--- config.mk ---
export PLATFORM = sky130hd
export DESIGN_NAME = board_click_ctrl_flat
export DESIGN_NICKNAME = d
export VERILOG_FILES = /design/src/rtl/board_click_ctrl_if.sv /design/src/rtl/board_click_ctrl.sv /design/src/flat_wrapper.sv
export SDC_FILE = /design/constraint.sdc
export NUM_CORES = 1
export LEC_CHECK = 0
export CAP_MARGIN = 20
export CORE_MARGIN = 5
export CORE_UTILIZATION = 35
export CTS_CLUSTER_SIZE = 20
export DETAILED_ROUTE_END_ITERATION = 8
export DONT_BUFFER_PORTS = 1
export PLACE_DENSITY_LB_ADDON = 0.1
export SYNTH_ARGS = -nofsm -noshare
export SYNTH_HDL_FRONTEND = slang
export SYNTH_SLANG_ARGS = --single-unit
--- constraint.sdc ---
create_clock -name clk -period 1.69 [get_ports clk]
set_clock_uncertainty 0.05 [all_clocks]
set_input_delay 0.2535 -clock clk [delete_from_list [all_inputs] [get_ports clk]]
set_output_delay 0.2535 -clock clk [all_outputs]
set_load 0.02 [all_outputs]
--- src/rtl/board_click_ctrl_if.sv ---
// ---------------------------------------------------------------------------
// board_click_ctrl_if
//   Groups the click controller's handshake/bus signals towards the game logic.
//
//   place_valid : one-cycle pulse carrying a placement click
//   place_cor   : placement coordinate {col[7:4], row[3:0]}, valid with place_valid
//   shot_valid  : a shot request is pending
//   shot_cor    : shot coordinate {col[7:4], row[3:0]}, held while shot_valid
//   shot_ready  : game logic accepts the pending shot
//
//   master : the click controller (drives place/shot, samples shot_ready)
//   slave  : the game logic
// ---------------------------------------------------------------------------
interface board_click_ctrl_if;
    logic       place_valid;
    logic [7:0] place_cor;
    logic       shot_valid;
    logic [7:0] shot_cor;
    logic       shot_ready;

    modport master (
        output place_valid,
        output place_cor,
        output shot_valid,
        output shot_cor,
        input  shot_ready
    );

    modport slave (
        input  place_valid,
        input  place_cor,
        input  shot_valid,
        input  shot_cor,
        output shot_ready
    );
endinterface

--- src/rtl/board_click_ctrl.sv ---
// ---------------------------------------------------------------------------
// board_click_ctrl
//   Turns raw mouse clicks into placement events and shot requests for a
//   battleship-style game. A click is a rising edge of `left`; one press
//   produces at most one event. Shots use a valid/ready handshake.
//
//   Optional feature (macro SHOT_MAP_EN): a BOARD_DIM x BOARD_DIM map of
//   cells already shot; a fire click on such a cell pulses dup_pulse instead
//   of issuing a shot. A start_btn rising edge clears the map. Without the
//   macro there is no map and dup_pulse is tied low.
//
//   Parameter BOARD_DIM : valid cells per axis (nibble valid when < BOARD_DIM)
//
//   Ports:
//     clk         : system clock, rising edge
//     rst         : asynchronous active-low reset
//     left        : raw left mouse button level
//     start_btn   : registered start button level
//     player_cor  : {col,row} on player board, 8'hff = off board
//     enemy_cor   : {col,row} on enemy board,  8'hff = off board
//     place_en    : ship-placement phase active
//     fire_en     : player's turn to shoot
//     bus         : master side of board_click_ctrl_if (place/shot handshake)
//     start_pulse : one-cycle pulse on each start_btn rising edge
//     dup_pulse   : one-cycle pulse when a click on an already-shot cell is rejected
// ---------------------------------------------------------------------------
module board_click_ctrl #(
    parameter int BOARD_DIM = 10
) (
    input  logic                      clk,
    input  logic                      rst,
    input  logic                      left,
    input  logic                      start_btn,
    input  logic [7:0]                player_cor,
    input  logic [7:0]                enemy_cor,
    input  logic                      place_en,
    input  logic                      fire_en,
    board_click_ctrl_if.master        bus,
    output logic                      start_pulse,
    output logic                      dup_pulse
);

    localparam logic [1:0] IDLE     = 2'd0;
    localparam logic [1:0] REQ      = 2'd1;
    localparam logic [1:0] WAIT_REL = 2'd2;

    localparam logic [4:0] DIM = 5'(BOARD_DIM);

    logic [1:0] state;
    logic       left_q;
    logic       start_q;

    logic       place_valid_q;
    logic [7:0] place_cor_q;
    logic       shot_valid_q;
    logic [7:0] shot_cor_q;

    logic       click;
    logic       start_rise;
    logic       player_ok;
    logic       enemy_ok;
    logic       place_go;
    logic       fire_go;
    logic       accept;
    logic       dup_hit;

    function automatic logic cor_ok(input logic [7:0] c);
        return ({1'b0, c[7:4]} < DIM) && ({1'b0, c[3:0]} < DIM);
    endfunction

    assign click      = left & ~left_q;
    assign start_rise = start_btn & ~start_q;
    assign player_ok  = cor_ok(player_cor);
    assign enemy_ok   = cor_ok(enemy_cor);

    // Placement has priority: with place_en high a click never becomes a shot.
    assign place_go = (state == IDLE) && click && place_en && player_ok;
    assign fire_go  = (state == IDLE) && click && !place_en && fire_en && enemy_ok;
    assign accept   = (state == REQ) && shot_valid_q && bus.shot_ready;

    // Input history
    always_ff @(posedge clk or negedge rst) begin
        if (!rst) begin
            left_q  <= 1'b0;
            start_q <= 1'b0;
        end else begin
            left_q  <= left;
            start_q <= start_btn;
        end
    end

    // Start pulse runs independently of the FSM state
    always_ff @(posedge clk or negedge rst) begin
        if (!rst) begin
            start_pulse <= 1'b0;
        end else begin
            start_pulse <= start_rise;
        end
    end

    // Click FSM and registered handshake outputs
    always_ff @(posedge clk or negedge rst) begin
        if (!rst) begin
            state         <= IDLE;
            place_valid_q <= 1'b0;
            place_cor_q   <= '1;
            shot_valid_q  <= 1'b0;
            shot_cor_q    <= '1;
        end else begin
            place_valid_q <= 1'b0;
            case (state)
                IDLE: begin
                    if (place_go) begin
                        place_valid_q <= 1'b1;
                        place_cor_q   <= player_cor;
                        state         <= WAIT_REL;
                    end else if (fire_go) begin
                        if (dup_hit) begin
                            state <= WAIT_REL;
                        end else begin
                            shot_cor_q   <= enemy_cor;
                            shot_valid_q <= 1'b1;
                            state        <= REQ;
                        end
                    end
                end
                // Request is held regardless of fire_en or further clicks.
                REQ: begin
                    if (accept) begin
                        shot_valid_q <= 1'b0;
                        state        <= WAIT_REL;
                    end
                end
                WAIT_REL: begin
                    if (!left) begin
                        state <= IDLE;
                    end
                end
                default: state <= IDLE;
            endcase
        end
    end

`ifdef SHOT_MAP_EN
    localparam int unsigned MAP_BITS = BOARD_DIM * BOARD_DIM;
    localparam int unsigned IDX_W    = $clog2(MAP_BITS);

    logic [MAP_BITS-1:0] shot_map;
    logic [IDX_W-1:0]    enemy_idx;
    logic [IDX_W-1:0]    shot_idx;

    assign enemy_idx = IDX_W'(enemy_cor[3:0] * BOARD_DIM + enemy_cor[7:4]);
    assign shot_idx  = IDX_W'(shot_cor_q[3:0] * BOARD_DIM + shot_cor_q[7:4]);
    assign dup_hit   = shot_map[enemy_idx];

    // Clear has priority over marking an accepted shot in the same cycle.
    always_ff @(posedge clk or negedge rst) begin
        if (!rst) begin
            shot_map <= '0;
        end else if (start_pulse) begin
            shot_map <= '0;
        end else if (accept) begin
            shot_map[shot_idx] <= 1'b1;
        end
    end

    always_ff @(posedge clk or negedge rst) begin
        if (!rst) begin
            dup_pulse <= 1'b0;
        end else begin
            dup_pulse <= fire_go & dup_hit;
        end
    end
`else
    assign dup_hit   = 1'b0;
    assign dup_pulse = 1'b0;
`endif

    assign bus.place_valid = place_valid_q;
    assign bus.place_cor   = place_cor_q;
    assign bus.shot_valid  = shot_valid_q;
    assign bus.shot_cor    = shot_cor_q;

endmodule

--- src/flat_wrapper.sv ---
// flat-port wrapper written by rule: the top's interface ports become plain ports
module board_click_ctrl_flat 
#(
    parameter int BOARD_DIM = 10
)
  (clk, rst, left, start_btn, player_cor, enemy_cor, place_en, fire_en, start_pulse, dup_pulse, bus_place_valid, bus_place_cor, bus_shot_valid, bus_shot_cor, bus_shot_ready);
  board_click_ctrl_if bus_i ();
  input  logic clk;
  input  logic rst;
  input  logic left;
  input  logic start_btn;
  input  logic [7:0] player_cor;
  input  logic [7:0] enemy_cor;
  input  logic place_en;
  input  logic fire_en;
  output logic start_pulse;
  output logic dup_pulse;
  output wire logic [$bits(bus_i.place_valid)-1:0] bus_place_valid;
  output wire logic [$bits(bus_i.place_cor)-1:0] bus_place_cor;
  output wire logic [$bits(bus_i.shot_valid)-1:0] bus_shot_valid;
  output wire logic [$bits(bus_i.shot_cor)-1:0] bus_shot_cor;
  input wire logic [$bits(bus_i.shot_ready)-1:0] bus_shot_ready;
  assign bus_place_valid = bus_i.place_valid;
  assign bus_place_cor = bus_i.place_cor;
  assign bus_shot_valid = bus_i.shot_valid;
  assign bus_shot_cor = bus_i.shot_cor;
  assign bus_i.shot_ready = bus_shot_ready;
  board_click_ctrl #(.BOARD_DIM(BOARD_DIM)) u_core (.clk(clk), .rst(rst), .left(left), .start_btn(start_btn), .player_cor(player_cor), .enemy_cor(enemy_cor), .place_en(place_en), .fire_en(fire_en), .bus(bus_i), .start_pulse(start_pulse), .dup_pulse(dup_pulse));
endmodule
Word-level counts from Yosys, hierarchy flattened

Index checks and enable logic that the tools add are counted.

$lt $le $gt $ge: 4
Equality and inequality tests: 7
Muxes and demuxes: 11
Bitwise logic cells: 5
Reductions and logical operators: 17

Operators by type and width:

| cell               | number |
|---|---|
| $lt 4x4->1 const B | 4 |
| $logic_and 1x1->1  | 10 |
| $mux 2             | 4 |
| $pmux 2 s3         | 1 |
| $reduce_and 3->1   | 2 |
| $mux 1             | 5 |
| $ne 2x1->1 const B | 2 |
| $ne 2x2->1 const B | 2 |
| $reduce_and 4->1   | 1 |
| $ne 3x1->1 const B | 1 |
| $not 1->1          | 3 |
| $and 1x1->1        | 2 |
| $eq 2x1->1 const B | 1 |
| $eq 2x2->1 const B | 1 |
| $logic_not 2->1    | 1 |
| $pmux 1 s2         | 1 |
| $reduce_and 2->1   | 1 |
| $reduce_bool 2->1  | 1 |
| $logic_not 1->1    | 1 |

Flip-flop bits (word level): 23
Bits of input ports: 23
Output and inout bits: 20
Logic and storage cells: 52

Depth between registers and ports, before layout

Depth in word-level cells: 9
Depth in mapped cells: 3
Mapped depth without buffers: 3

Worst setup path before layout

No wires, ideal clock.

Path type: flip-flop to flip-flop
Start point: reg u_core.state[1]
End point: reg u_core.place_cor_q[0] (netlist: u_core.bus.place_cor[0])
Library setup time: 82 ps
Arrival time: 1309 ps
Data required time: 1558 ps
Setup slack: 248 ps
Stages on the path, launching flop included: 4
Buffers on the path: 0
Period minus slack after synthesis: 1442 ps
Cell sequence: dfrtp_1 -> nor4b_4 -> nand4_2 -> mux2_2

Cells in the longest elaborated chain, start to end: 5

Ends and longest elaborated chain:

| item                                | RTL line                                        | RTL |
|---|---|---|
| start: declaration                  | board_click_ctrl.sv:49                          | `logic [1:0] state;` |
| start signal: assignment            | board_click_ctrl.sv:104                         | `state <= IDLE;` |
| start signal: assignment            | board_click_ctrl.sv:116                         | `state <= WAIT_REL;` |
| start signal: assignment            | board_click_ctrl.sv:119                         | `state <= WAIT_REL;` |
| $logic_not 2->1 *                   | board_click_ctrl.sv:77, board_click_ctrl.sv:111 |  |
| $logic_and 1x1->1 (3 in a row)      | board_click_ctrl.sv:77                          | `assign place_go = (state == IDLE) && click && place_en && player_ok;` |
| $reduce_and 2->1 (no source line) * | n/a                                             |  |
| end signal: assignment              | board_click_ctrl.sv:115                         | `place_cor_q <= player_cor;` |
| end: declaration                    | board_click_ctrl.sv:54                          | `logic [7:0] place_cor_q;` |

Every way passes the cells marked *; elsewhere a longest branch is shown, timed or not.
A chain may end at the register's enable or synchronous reset.

Final worst setup path

Start point: reg u_core.state[1]
End point: reg u_core.place_cor_q[6] (netlist: u_core.bus.place_cor[6])

The elaborated chain is that of the path after synthesis.

==> reports/metrics.csv <==
metric,value,unit
status,completed,
die_w,61.5,um
dieArea,3780,um^2
p_int,1130,uW
wirelength,1.71,mm
path_buf_inv,0,
die_h,61.5,um
numCtsBuffers,3,
min_path_type,input port to register,
cts_setup_buffers,0,
synth_area_leaders,"dfstp_2, mux2_2, dfrtp_1",
cp.required,1880,ps
clk_pin_slew,130,ps
ys_ff_latch,23,
synth_top_area_share,0.453,
finalMaxSlewViolations,0,
p_comb_frac,0.143,
synthCells,61,
synthesis.area,927,um^2
maxCapViolCount,0,
min_period_over_period,0.947,
grt_use_total,0.0992,
grt_pass1_wl,2.70,mm
r2r_end,u_core.bus.place_cor[6],
cp-end-kind,register,
p_leak,0.000443,uW
reg2reg_setup_slack,90,ps
dpl.hpwl,1.30,mm
synth-seq-area-share,0.642,
pwr-share-clk,0.141,
portBuffers,0,
grt_pass1_vias,571,
cts_root_buffer,clkbuf_4,
place.gp.congestion,0.786,
vias,500,
yosys.area.top_type,dfstp_2,
fmax,0.625,GHz
final.fill_count,239,
place_inst,90,
crit_chain,nor4b_4 -> nand4_2 -> mux2_2,
antenna_found_initial,0,
gr-total-overflow,0,
initial_core_util,0.371,
grt_max_degree,24,
hold_depth,1,
drt_iter0_markers,28,
synth.avg_cell_area,15.2,um^2
dr.pass1.iters,2,
critPathLaunchType,register,
sw_frac_of_total,0.354,
vias_per_cell,5.10,
hold_end,u_core.start_pulse,
r2r-start,u_core.state[1],
ir_drop,0.751,mV
ys_types,15,
critPathMaxFanout,10,
cts_tree,yes,
hp-start,start_btn,
finalHoldViolCount,0,
p_total,1750,uW
syn_nets,84,
rsz0062_at_grt,yes,
cts.sinks,23,
rows,18,
cts_resized,0,
critPathKind,register to register,
worst_pin_slew,559,ps
finalNonFillerCells,98,
wl_per_cell,17.5,um
fin_nets,92,
core_area,2500,um^2
worstPathArrival,1790,ps
hold_slack,22.0,ps
setup_violations,0,
cp_slowest_cell,dfrtp_1,
setup-tns-final,0,ps
htree_levels,1,
drive_above_1_share,0.588,
clock_latency,300,ps
ioPinCount,43,
areaGrowthSynthToFinish,11.1,%
yosys_warnings,0,
power_frac_seq,0.716,
min_period,1600,ps
p_per_area,1700,nW/um^2
remaining_drc_errors,0,
mostFrequentLayoutCells,"mux2_2, dfstp_2, dfrtp_1",
power_switching,620,uW
antennaDiodeCount,0,
crit_family,simple AND/OR/NAND/NOR gates,
final_area,1030,um^2
ff2ff_path_depth,3,
antenna_left,0,
clk_path_buf_depth,2,
timing.slew.headroom,0.626,
max_stage_delay,460,ps
placed_area,957,um^2
[cells in the mapped netlist]
cell type and count:
a22oi_1 2, a31oi_1 1, buf_4 1, conb_1 1
dfrtp_1 7, dfstp_2 16, inv_1 3, mux2_2 16
nand2_1 2, nand2b_1 1, nand3b_1 1, nand4_2 2
nor2b_1 2, nor4b_4 1, o21ai_0 5
[repair_timing]
action	4_1_cts	5_1_grt
hold buffers	3	0
hold endpoints to repair	25	0
endpoints found under the setup margin	0	8
[layout make-up]
| cell class | count | area [um^2] | share of cell area |
|---|---|---|---|
| clock buffers | 3 | 22.5 | 0.0219 |
| clock inverters | 1 | 5.00 | 0.00486 |
| inverters | 3 | 11.3 | 0.0109 |
| multi-input cells | 34 | 313 | 0.304 |
| flip-flops and latches | 23 | 596 | 0.578 |
| well taps | 30 | 37.5 | 0.0365 |
| repair buffers | 4 | 45.0 | 0.0437 |
[power groups by stage]
stage                     clock network, uW  registers (uW)  logic (uW)
after floorplan                           0            1220         216
after global routing                    284            1290         288
after global placement                    0            1270         230
after detailed placement                  0            1280         235
final                                   248            1250         250
after CTS                               267            1260         252
[how the worst max path moves through the flow]
stage | startpoint | endpoint | slack, ps | cells after the start
after floorplan | u_core.state[1] | u_core.bus.place_cor[0] | 250 | 3
after global placement | u_core.state[1] | u_core.bus.place_cor[6] | 90 | 3
after detailed placement | u_core.state[1] | u_core.bus.place_cor[6] | 60 | 3
after CTS | u_core.state[1] | u_core.bus.place_cor[6] | 50 | 3
after global routing | u_core.state[1] | u_core.bus.place_cor[5] | -30 | 3
final | u_core.state[1] | u_core.bus.place_cor[6] | 90 | 3
[worst reg2reg max path, delay by kind of cell, from the launching register on]
family           cells  cell delay (ps)
DFF                  1              460
muxes                1              380
and+or+nand+nor      2              660
[routing by layer]
layer,routed length (um),vias to the layer above,GRT usage
met1,682,254,0.129
met3,152,2,0.0461
li1,-,226,-
met4,15,0,0.0182
met5,0,-,0
met2,862,18,0.154
[cells by family after synthesis]
| group | after synthesis | synth area share |
|---|---|---|
| other | 1 | 0.00404 |
| buffers and inverters | 4 | 0.0202 |
| flip-flops | 23 | 0.642 |
| multiplexers | 16 | 0.194 |
| AO/OA/AOI/OAI | 8 | 0.0499 |
| AND/OR/NAND/NOR | 9 | 0.0891 |
[sequential cells by signal (all words and copies together), names as in the netlist]
name,flops
u_core.bus.shot_cor,8
u_core.start_pulse,1
u_core.start_q,1
u_core.bus.place_cor,8
u_core.left_q,1
u_core.bus.shot_valid,1
u_core.state,2
u_core.bus.place_valid,1
[metrics by stage]
stage	util	setup WS, ps
4_1_cts	0.406	48.7
5_1_grt	0.412	-29.3
3_3_place_gp	0.383	86.7
3_5_place_dp	0.383	63.4
2_1_floorplan	-	248
6_report	0.412	89.1
(Power assumes the default switching activity.)
